===== src/rtl/mem_access_unit.sv =====
// Single-request load/store front end for a big-endian byte-addressed RAM with async read.
// Define MEM_ACCESS_MISALIGN_CHECK_EN to reject misaligned half/word requests.
module mem_access_unit #(
   parameter int unsigned DATA_WIDTH = 8,
   parameter int unsigned ADDR_WIDTH = 12
) (
   input  logic                    i_clk,
   input  logic                    i_reset,
   input  logic                    i_req_valid,
   output logic                    o_req_ready,
   input  logic                    i_req_write,
   input  logic [1:0]              i_req_size,
   input  logic                    i_req_unsigned,
   input  logic [ADDR_WIDTH-1:0]   i_req_addr,
   input  logic [DATA_WIDTH*4-1:0] i_req_wdata,
   output logic                    o_resp_valid,
   input  logic                    i_resp_ready,
   output logic [DATA_WIDTH*4-1:0] o_resp_rdata,
   output logic                    o_resp_error,
   output logic                    o_mem_we,
   output logic [1:0]              o_mem_width,
   output logic [ADDR_WIDTH-1:0]   o_mem_addr,
   output logic [DATA_WIDTH*4-1:0] o_mem_wdata,
   input  logic [DATA_WIDTH*4-1:0] i_mem_rdata
);

   localparam int unsigned BUS_W  = DATA_WIDTH * 4;
   localparam int unsigned HALF_W = DATA_WIDTH * 2;

   typedef enum logic [1:0] {
      IDLE,
      ACCESS,
      RESP
   } state_e;

   state_e                  state_q, state_d;
   logic                    write_q, write_d;
   logic [1:0]              size_q, size_d;
   logic                    uns_q, uns_d;
   logic [ADDR_WIDTH-1:0]   addr_q, addr_d;
   logic [BUS_W-1:0]        wdata_q, wdata_d;
   logic [BUS_W-1:0]        rdata_q, rdata_d;
   logic                    error_q, error_d;

   logic                    req_err;
   logic                    sign_bit;
   logic [BUS_W-1:0]        load_data;

   always_comb begin
      req_err = (size_q == 2'b10);
`ifdef MEM_ACCESS_MISALIGN_CHECK_EN
      if ((size_q == 2'b01) && addr_q[0]) begin
         req_err = 1'b1;
      end
      if ((size_q == 2'b11) && (addr_q[1:0] != 2'b00)) begin
         req_err = 1'b1;
      end
`endif
   end

   // Byte at the request address sits in the top lane of the read bus.
   always_comb begin
      load_data = i_mem_rdata;
      sign_bit  = ~uns_q & i_mem_rdata[BUS_W-1];
      case (size_q)
         2'b00:   load_data = {{(BUS_W-DATA_WIDTH){sign_bit}}, i_mem_rdata[BUS_W-1 -: DATA_WIDTH]};
         2'b01:   load_data = {{(BUS_W-HALF_W){sign_bit}}, i_mem_rdata[BUS_W-1 -: HALF_W]};
         default: load_data = i_mem_rdata;
      endcase
   end

   always_comb begin
      state_d = state_q;
      write_d = write_q;
      size_d  = size_q;
      uns_d   = uns_q;
      addr_d  = addr_q;
      wdata_d = wdata_q;
      rdata_d = rdata_q;
      error_d = error_q;
      case (state_q)
         IDLE: begin
            if (i_req_valid) begin
               write_d = i_req_write;
               size_d  = i_req_size;
               uns_d   = i_req_unsigned;
               addr_d  = i_req_addr;
               wdata_d = i_req_wdata;
               state_d = ACCESS;
            end
         end
         ACCESS: begin
            rdata_d = (!write_q && !req_err) ? load_data : '0;
            error_d = req_err;
            state_d = RESP;
         end
         RESP: begin
            if (i_resp_ready) begin
               state_d = IDLE;
            end
         end
         default: state_d = IDLE;
      endcase
   end

   always_ff @(posedge i_clk or posedge i_reset) begin
      if (i_reset) begin
         state_q <= IDLE;
         write_q <= 1'b0;
         size_q  <= '0;
         uns_q   <= 1'b0;
         addr_q  <= '0;
         wdata_q <= '0;
         rdata_q <= '0;
         error_q <= 1'b0;
      end else begin
         state_q <= state_d;
         write_q <= write_d;
         size_q  <= size_d;
         uns_q   <= uns_d;
         addr_q  <= addr_d;
         wdata_q <= wdata_d;
         rdata_q <= rdata_d;
         error_q <= error_d;
      end
   end

   // Decoded from the state flop so reset kills a write without waiting for a clock.
   assign o_mem_we     = (state_q == ACCESS) & write_q & ~req_err;
   assign o_req_ready  = (state_q == IDLE);
   assign o_resp_valid = (state_q == RESP);
   assign o_resp_rdata = rdata_q;
   assign o_resp_error = error_q;
   assign o_mem_width  = size_q;
   assign o_mem_addr   = addr_q;
   assign o_mem_wdata  = wdata_q;

endmodule


===== config.mk =====
export PLATFORM = sky130hd
export DESIGN_NAME = mem_access_unit
export DESIGN_NICKNAME = d
export VERILOG_FILES = /design/src/rtl/mem_access_unit.sv
export SDC_FILE = /design/constraint.sdc
export NUM_CORES = 1
export LEC_CHECK = 0
export CORE_UTILIZATION = 38
export CTS_BUF_LIST = sky130_fd_sc_hd__clkbuf_2
export DETAILED_ROUTE_END_ITERATION = 12
export PLACE_DENSITY_LB_ADDON = 0.15
export RECOVER_POWER = 25
export SLEW_MARGIN = 20
export SYNTH_ARGS = -nofsm -noshare
export SYNTH_HDL_FRONTEND = slang
export SYNTH_SLANG_ARGS = --single-unit

===== constraint.sdc =====
create_clock -name i_clk -period 2.4 [get_ports i_clk]
set_input_delay 0.24 -clock i_clk [delete_from_list [all_inputs] [get_ports i_clk]]
set_output_delay 0.24 -clock i_clk [all_outputs]
set_load 0.01 [all_outputs]

# After elaboration in Yosys (flattened, before gate mapping)
# Index checks and enable logic that the tools add are counted.
# word_totals
out_inout_bits	82
elab_cells	31
input_bits	84
register_bits	83
# classes
eq_ne	6
n_reduce_logical	7
muxes	5
bitwise_logic	5
# ops
op	count
one-hot mux 32 bit (2 select lines)	1
2-to-1 mux 32 bit	1
one-hot mux 2 bit (3 select lines)	1
== test 2 x 1 -> 1 bit (second input constant)	2
== test 2 bit (second input constant)	2
logical NOT 2 bit	2
2-to-1 mux 2 bit	2
AND reduction 2 bit	2
AND 1 bit	3
logical NOT 1 bit	2
inequality test 2 x 1 -> 1 bit (second input constant)	1
inequality test 2 bit (second input constant)	1
inverter 1 bit	2
logical AND 1 bit	1

# Depth between registers and ports, before layout
# depth
word_depth	4
mapped_depth	6
depth_no_buf	3

# Least setup slack after synthesis
# No wires, ideal clock.
# synth_path
path_kind	register -> register
startpoint	reg state_q[1]
endpoint	reg wdata_q[0] (netlist: o_mem_wdata[0])
stages_incl_launch_ff	7
required_time_ps	2275
setup_ps	125
path_buffers	3
period_less_slack_ps	1545
path_slack_ps	855
arrival_ps	1420
cell_sequence	dfrtp_1 nor2_1 and2_1 buf_2 buf_6 buf_6 mux2_2
# synth_via
elab_chain_len	2
# synth_rtl
element	line	text
start, declared	36	state_e state_q, state_d;
start signal, assigned	117	state_q <= state_d;
logical NOT 2 bit	n/a	
via o_req_ready	10	output logic o_req_ready,
AND reduction 2 bit (no source line)	n/a	
end signal, assigned	122	wdata_q <= wdata_d;
end, declared	41	logic [BUS_W-1:0] wdata_q, wdata_d;
# The timed path passes the listed nets, and every way through them passes these cells.
# A chain may end at the register's enable or synchronous reset.

# Final worst setup path
# layout_path
startpoint	reg size_q[1] (netlist: o_mem_width[1])
endpoint	out o_mem_width[1]
# layout_rtl
element	line	text
start, declared	38	logic [1:0] size_q, size_d;
start signal, assigned	119	size_q <= size_d;
end, declared	21	output logic [1:0] o_mem_width,
# No word-level cell between the ends.

==> metrics.cfg <==
[power_and_ir_drop]
peakVddDrop_mv=0.500
power_density_nw_per_um2=1190
p_leak_nw=2.25

[synthesis]
synth_edf_count=0
yosysTopAreaCellShare_pct=57.9
yosysTopAreaCell=dfrtp_1
synth.area.top_cells=dfrtp_1 (58%), mux2_2 (17%), o21ai_2 (4.9%)
synth.distinct_cells=23
post-synth-top-count-cell=dfrtp_1
syn_area_um2=3580
ys_seq_area_share_pct=57.9
ys_seq_elements=83
synth_commonest_cells=dfrtp_1 (83), mux2_2 (55), nand2_1 (31), a21oi_1 (22), o21ai_2 (20)
avgSynthCellArea_um2=12.9
synth_cells=277
synthArstFlopShare_pct=100
syn-num-nets=361
synthFlopType=dfrtp_1
yosys_warnings=0

[sta]
setup_tns_ns=0
max_slew_margin_pct=39.0
rsz0062_at_grt=no
fin_ws_ns=0.200
finalSetupViolations=0
fin_skew_ns=0.0136
period_share_pct=91.6
max_freq_mhz=455
slew_viol_final=0
worstMarginPinSlew_ns=0.914
hold_violations=0
period_needed_ns=2.20

[detailed_routing]
drt_first_iter_violations=117
via_count=2759
wl_um=9060
drtAntennaViolNets=0
dr.pass1.iters=5
wire_per_inst_um=16.3
routed_via_density=4.95
drc_errors=0

[placed_design]
routabilityCongestion=0.740
port_buffers=165
dp_hpwl_um=6530
place_ws_ns=0.557

[floorplanning]
io_pins=166
start_util_pct=39.0
die_area_um2=9830
row_count=35
fp.dieH_um=99.1
die_w_um=99.1
core_um2=9200

[worst_setup_path]
critPathMaxStageDelay_ns=0.63
crit_arrival_ns=1.96
end_kind=output port
cpMaxStageDelayCell=clkdlybuf4s50_1
worstPathCellList=buf_4, clkdlybuf4s50_1
start_kind=register
critPathKind=reg2out
crit_required_ns=2.16
cp_max_fo=43
r2r_cells=4

[grt]
grt_use_total_pct=19.5
grt_pass1_vias=2904
antenna_found_initial=0
grt_max_degree=44
grt_pass1_wl_um=14600
gr-total-overflow=0

[clocking]
clk_pin_slew_ns=0.21
clk_latency_ns=0.51
cts_made_buffers=9
htreeDepth=3
clock_sinks=83
cts-resized-gates=0
cts_tree=done
cts_buffer_depth=2
cts_root_buf=clkbuf_2

[cells_and_area]
nFillCells=820
synthToLayoutAreaGrowth_pct=50.9
nNetsFinal=525
drive_above_1_share_pct=23.1
diodes=0

[job]
max-cap-violations=0

[run_status]
status=finished clean

[min_path]
whs_path_depth=2
min_path_type=in2reg

## per-layer routing
layer,GRT usage (%),vias up,wire length [µm]
met5,0,-,0
met2,32.0,101,4460
met3,8.50,6,688
li1,-,1300,-
met4,5.20,0,69
met1,23.5,1352,3840
## where the power goes
part           leakage, nW  total, W  switching [W]  internal, W
combinational         1.16   0.00343        0.00146      0.00198
clock               0.0612  0.000606       0.000474     0.000132
sequential            1.03   0.00238       0.000353      0.00203
total                 2.25   0.00642        0.00228      0.00414
## metrics by stage
stage | hold WS [ns] | util, % | std cells | area (µm²) | total power, W
CTS | 0.238 | 59.0 | 557 | 5430 | 0.00652
global route | 0.207 | 58.8 | 557 | 5410 | 0.00687
finish | 0.277 | 58.8 | 557 | 5410 | 0.00642
floorplan | 0.348 | - | 277 | 3580 | 0.00417
global placement | 0.460 | 58.0 | 540 | 5330 | 0.00582
detailed placement | 0.471 | 58.0 | 540 | 5330 | 0.00589
## layout make-up
cell class                 instances  area [µm²]  share of cell area, %
sequential                        83        2080                   38.4
multi-input combinational        172        1380                   25.5
timing repair buffer             173        1720                   31.8
clock buffer                      10        50.0                  0.925
clock inverter                     6        32.5                  0.602
tap                              111         139                   2.57
inverter                           2        8.76                  0.162
## cells in the final DEF, fill, tap and decap left out, drive strengths merged
master / netlist / layout
clkdlybuf4s50: 0 / 164
dfrtp: 83 / 83
mux2: 57 / 57
nand2: 31 / 31
o21ai: 25 / 25
a21oi: 22 / 22
nand2b: 11 / 11
clkbuf: 7 / 11
a32o: 8 / 8
mux2i: 8 / 8
buf: 13 / 6
clkinv: 0 / 5
nor2b: 2 / 2
dlygate4sd3: 0 / 2
nor3b: 2 / 2
clkinvlp: 0 / 2
nor3: 1 / 1
or3b: 1 / 1
or3: 1 / 1
a22oi: 1 / 1
nor2: 1 / 1
and2: 1 / 1
inv: 2 / 1
## worst max-delay path: cells and delay by family, from the launching register on
family / cells / cell delay [ns]
buffers and inverters: 2 / 1.06
DFF: 1 / 0.38
## logic make-up (layout without fill, tap and decap cells)
group                  Yosys count  in the layout  share of synthesized area [%]
buffers and inverters           22            191                           3.63
multiplexers                    65             65                           20.1
AND/OR/NAND/NOR                 51             51                           7.19
AO/OA/AOI/OAI                   56             56                           11.1
flip-flops                      83             83                           57.9
## registers in the layout, summed over array words and instances (netlist names)
signal        count
o_resp_error      1
o_mem_addr       12
state_q           2
o_mem_width       2
uns_q             1
write_q           1
o_mem_wdata      32
o_resp_rdata     32
## timing repair
action	CTS	global route
endpoints found under the hold margin	18	0
buffers inserted	0	0
hold buffers	1	0
endpoints found under the setup margin	0	0
## path summary, 6_finish.rpt
| path | startpoint | to | slack, ns |
|---|---|---|---|
| min reg2reg | o_resp_rdata[17]$_DFFE_PP0N_ | o_resp_rdata[17]$_DFFE_PP0N_ | 0.51 |
| min | i_resp_ready | state_q[1]$_DFFE_PP0P_ | 0.28 |
| max in group asynchronous | i_reset | o_resp_rdata[10]$_DFFE_PP0N_ | 0.25 |
| max reg2reg | state_q[1]$_DFFE_PP0P_ | o_resp_rdata[6]$_DFFE_PP0N_ | 0.64 |
| max | o_mem_width[1]$_DFFE_PP0P_ | o_mem_width[1] | 0.20 |
| min in group asynchronous | i_reset | o_mem_addr[8]$_DFFE_PP0P_ | 0.82 |
(Power assumes the default switching activity.)
==> RTL edit 1: new RTL, same settings <==
Build with the macro `MEM_ACCESS_MISALIGN_CHECK_EN` defined.
--- a/src/rtl/mem_access_unit.sv
+++ b/src/rtl/mem_access_unit.sv
@@ -1,5 +1,7 @@
 // Single-request load/store front end for a big-endian byte-addressed RAM with async read.
 // Define MEM_ACCESS_MISALIGN_CHECK_EN to reject misaligned half/word requests.
+`define MEM_ACCESS_MISALIGN_CHECK_EN
+
 module mem_access_unit #(
    parameter int unsigned DATA_WIDTH = 8,
    parameter int unsigned ADDR_WIDTH = 12
Behaviour: not the same (a bounded check fails within 4 cycles, from zero or initial values and one cycle with i_reset high).
==> RTL edit 1 against the unedited design <==
First-iteration DRC count shrank 15%; clock power grew 42%; design area grew 0.21%; the run now ends with max-capacitance violations, max-slew violations left; sequential cell count is the same; routed wire length grew 4.6%; total power grew 2.2%; worst setup slack gained 0.029 ns; synthesized area shrank 1.0%; utilization grew 2.1 points; largest power group unchanged; critical endpoint unchanged.
==> RTL edit 1: results (changes against the unedited design) <==
max_cap viols 1 (was 0); setup_tns 0 ns (unchanged); Synth cell types 28 (was 23); max-slew violations 84 (was 0); Worst EP arrival 1.93 ns (was 1.96 ns); Fillers 779 (was 820); DR pass1 iterations 4 (was 5); Iteration-0 DRC Markers 100 (was 117); Mapped Nets 363 (was 361); DP Area 5270 sq um (was 5330 sq um); clk_skew 0.0300 ns (was 0.0136 ns); # H-tree levels 3 (unchanged); layout cell share with drive strength beyond 1 17.3% (was 23.1%); vias in the first global route 3009 (was 2904); ranking of synthesized cells by area dfrtp_1, mux2_2, a22o_1 (was dfrtp_1, mux2_2, o21ai_2); VDD IR max 0.659 mV (was 0.500 mV); Post-Synthesis Cells 279 (was 277); drt wl/cell 17.1 um (was 16.3 um); ys async rst share 100% (unchanged); sequential area share after synthesis 58.6% (was 57.9%); Tightest Hold Check Type in -> reg (unchanged); post-DP HPWL 6.70 mm (was 6.53 mm); Via density 5.10 (was 4.95); largest net degree at the start of global routing 84 (was 44); Synth top cells by count dfrtp_1, mux2_2, nand2_1 (unchanged); worst slack, placed 0.555 ns (was 0.557 ns); Bufs on Longest Clock Path 2 (unchanged); prevailing post-synth register cell dfrtp_1 (unchanged); headroom to the max-slew limit -35.5% (was 39.0%); Final Setup Violations 0 (unchanged); initial antenna violation count 0 (unchanged); I/O Buffers 165 (unchanged); CTS root buffer clkbuf_2 (unchanged); Synth Warn # 0 (unchanged); GRT Total Usage 20.4% (was 19.5%); RePlAce Congestion 0.760 (was 0.740); vias 2825 (was 2759); Final Net Count 525 (unchanged); Clock transition at path regs 0.23 ns (was 0.21 ns); placed cells 536 (was 540); critical path fanouts, max 43 (unchanged); CTS buffer count 9 (unchanged); first-pass GRT wire length 15.3 mm (was 14.6 mm); n_diodes 0 (unchanged); status finished, violations left (was complete, no violations); failing checks max-capacitance violations, max-slew violations; Pleak 2.33 nW (was 2.25 nW); Worst-Skew Late Latency 0.52 ns
==> RTL edit 1: cell count changes after synthesis, sizes merged, moves of 2 or more <==
cell | before | now
nor2 | 1 | 3
mux2 | 57 | 48
inv | 2 | 5
a2bb2oi | 0 | 7
clkbuf | 7 | 11
a32o | 8 | 0
nand2b | 11 | 2
a22o | 0 | 17
nand2 | 31 | 25
==> RTL edit 1: what timing repair did <==
action | CTS | global route
setup endpoints to repair | 0 | 1
hold buffers | 0 | 0
setup buffers | 0 | 2
resized for setup | 0 | 2
==> RTL edit 1: where the power goes <==
part	switching [mW]	total [mW]	internal, mW
combinational	1.39	3.34	1.96
clock	0.508	0.861	0.353
sequential	0.360	2.36	2.00
==> RTL edit 1: cells by family (layout without fill, tap and decap cells) <==
family                 Yosys count  after routing  share of synthesized area [%]
and+or+nand+nor                 37             37                           4.83
DFF                             83             83                           58.6
buffers and inverters           28            195                           4.55
muxes                           56             56                           18.4
AOI/OAI and AO/OA               75             75                           13.6
==> RTL edit 1: critical path, cell delays in order (launching register included) <==
cell and delay (ns):
dfrtp_1 0.41, buf_4 0.38, clkdlybuf4s50_1 0.64
==> RTL edit 1: worst paths after layout <==
| check | from | cells after the start | slack (ns) | endpoint |
|---|---|---|---|---|
| setup / recovery | o_mem_width[1]$_DFFE_PP0P_ | 2 | 0.23 | o_mem_width[1] |
| hold / removal | i_resp_ready | 2 | 0.27 | state_q[1]$_DFFE_PP0P_ |
| hold reg to reg | o_resp_rdata[29]$_DFFE_PP0N_ | 2 | 0.51 | o_resp_rdata[29]$_DFFE_PP0N_ |
| min in group asynchronous | i_reset | 3 | 0.74 | o_mem_wdata[27]$_DFFE_PP0P_ |
| max in group asynchronous | i_reset | 3 | 0.47 | o_mem_wdata[16]$_DFFE_PP0P_ |
| setup reg to reg | o_mem_width[0]$_DFFE_PP0P_ | 5 | 0.61 | o_resp_rdata[9]$_DFFE_PP0N_ |
==> RTL edit 1: layout make-up <==
cell class	count	area, sq um	area share [%]
Clock inverter	7	98.8	1.82
Multi-Input combinational cell	168	1310	24.2
Timing Repair Buffer	174	1730	32.0
Clock buffer	9	45.0	0.831
Sequential cell	83	2080	38.3
Inverter	5	20.0	0.369
Tap cell	108	135	2.49
==> RTL edit 1: per-layer routing <==
metal	share of wire, %	wire length (um)	vias up	track usage [%]
li1	-	-	1308	-
met1	42	3980	1373	26.7
met2	48	4510	131	32.0
met3	8.9	843	13	6.52
met4	1.6	151	0	7.00
met5	0	0	-	0
==> RTL edit 2: new RTL, same flow settings <==
Made on the original files. Take the reset off `wdata_q` and load it in a clocked block of its own.
--- a/src/rtl/mem_access_unit.sv
+++ b/src/rtl/mem_access_unit.sv
@@ -110,7 +110,6 @@
          size_q  <= '0;
          uns_q   <= 1'b0;
          addr_q  <= '0;
-         wdata_q <= '0;
          rdata_q <= '0;
          error_q <= 1'b0;
       end else begin
@@ -119,10 +118,13 @@
          size_q  <= size_d;
          uns_q   <= uns_d;
          addr_q  <= addr_d;
-         wdata_q <= wdata_d;
          rdata_q <= rdata_d;
          error_q <= error_d;
       end
+   end
+
+   always_ff @(posedge i_clk) begin
+      wdata_q <= wdata_d;
    end
 
    // Decoded from the state flop so reset kills a write without waiting for a clock.
Check against the original RTL: not equivalent (a bounded check fails within 4 cycles, from zero or initial values and one cycle with i_reset high).
==> RTL edit 2 against the unedited design <==
Design area fell by 3.2%; maximum frequency down 3.8%; worst setup slack got worse by 0.087 ns; sequential cell count unchanged; routed wire length fell by 4.6%; total power fell by 14%; synthesized area decreased by 5.9%; register-to-register slack improved by 0.02 ns; largest cell class unchanged; largest power group unchanged.
==> RTL edit 2: results (changes against the unedited design) <==
setup slack, reg-to-reg 0.66 ns (was 0.64 ns); Clk power 0.710 mW (was 0.606 mW); critical path fanouts, max 8 (was 43); Tightest Hold Check Type in -> reg (unchanged); vias 2575 (was 2759); Synth cell types 26 (was 23); status complete, no violations (unchanged); GRT Total Usage 18.9% (was 19.5%); Clock transition at path regs 0.21 ns (about the same); vias in the first global route 2413 (was 2904); n_diodes 0 (unchanged); fin crit share 95.3% (was 91.6%); drt wl/cell 16.6 um (was 16.3 um); clk_skew 0.0341 ns (was 0.0136 ns); Pleak 2.08 nW (was 2.25 nW); layout cell share with drive strength beyond 1 16.9% (was 23.1%); Synth Warn # 0 (unchanged); Sequential Power 2.23 mW (was 2.38 mW); post-DP HPWL 6.33 mm (was 6.53 mm); EDFF count, synth 32 (was 0); Bufs on Longest Clock Path 2 (unchanged); initial antenna violation count 0 (unchanged); largest net degree at the start of global routing 45 (was 44); Mapped Nets 326 (was 361); pwr dens 1060 nW/um^2 (was 1190 nW/um^2); sequential area share after synthesis 66.3% (was 57.9%); ranking of synthesized cells by area dfrtp_1, edfxtp_1, mux2_2 (was dfrtp_1, mux2_2, o21ai_2); RePlAce Congestion 0.745 (was 0.740); Worst-Skew Late Latency 0.51 ns (about the same); worst slack, placed 0.651 ns (was 0.557 ns); placed cells 506 (was 540); Post-Synthesis Cells 242 (was 277); Worst EP arrival 2.05 ns (was 1.96 ns); # H-tree levels 3 (unchanged); Fillers 705 (was 820); switching part of the total 34.6% (was 35.6%); Final Net Count 493 (was 525); Iteration-0 DRC Markers 84 (was 117); first-pass GRT wire length 12.8 mm (was 14.6 mm); max-slew violations 0 (unchanged); hold slack 0.300 ns (was 0.277 ns); CTS resizes 0 (unchanged); VDD IR max 0.703 mV (was 0.500 mV); ys async rst share 61.4% (was 100%); CTS root buffer clkbuf_2 (unchanged); Via density 4.93 (was 4.95); Synth top cells by count dfrtp_1, edfxtp_1, nand2_1 (was dfrtp_1, mux2_2, nand2_1); CTS buffer count 9 (unchanged); DP Area 5130 sq um (was 5330 sq um); Worst Max-Slew Pin Slew 1.18 ns (was 0.914 ns); DR pass1 iterations 4 (was 5); setup bufs post-CTS 0 (unchanged)
==> RTL edit 2: changes by cell type after synthesis, sizes merged <==
| cell | change |
|---|---|
| dfrtp | -32 |
| buf | -3 |
| edfxtp | +32 |
| and2 | +1 |
| mux2 | -32 |
| clkbuf | -1 |
==> RTL edit 2: critical path, stage by stage (launching register included) <==
cell and delay (ns):
dfrtp_2 0.53, nor2b_1 0.21, nor3b_1 0.24, clkdlybuf4s50_1 0.57
==> RTL edit 2: worst paths after layout <==
check	start	to	cells past startpoint
max in group asynchronous	i_reset	o_resp_rdata[28]$_DFFE_PP0N_	3
min in group asynchronous	i_reset	o_mem_addr[11]$_DFFE_PP0P_	2
worst min register to register	o_resp_rdata[23]$_DFFE_PP0N_	o_resp_rdata[23]$_DFFE_PP0N_	2
worst max-delay path	o_mem_width[1]$_DFFE_PP0P_	o_mem_we	3
worst min-delay path	i_resp_ready	state_q[1]$_DFFE_PP0P_	2
worst max register to register	state_q[1]$_DFFE_PP0P_	o_resp_rdata[29]$_DFFE_PP0N_	4
==> RTL edit 2: metal layers <==
layer / share of wire (%) / vias to the layer above / GRT usage (%)
met1: 41 / 1254 / 24.0
met4: 1.4 / 0 / 7.34
li1: - / 1199 / -
met2: 49 / 113 / 31.3
met3: 8.3 / 9 / 4.19
met5: 0 / - / 0
==> RTL edit 2: kinds of logic (layout without fill, tap and decap cells) <==
group,after synthesis,in the layout,share of synthesized area [%]
flops,83,83,66.3
buf+inv,18,190,3.08
simple gates,52,52,8.05
mux,33,33,10.7
compound gates,56,56,11.8
==> RTL edit 2: final cells by class <==
cell class,count,area [sq um],area share (%)
clock buffer,10,50.0,0.956
clock inverter,6,57.6,1.10
inverter,2,7.51,0.143
multi-input combinational,141,1030,19.7
sequential,83,2240,42.8
tap,108,135,2.58
timing repair buffer,172,1710,32.7
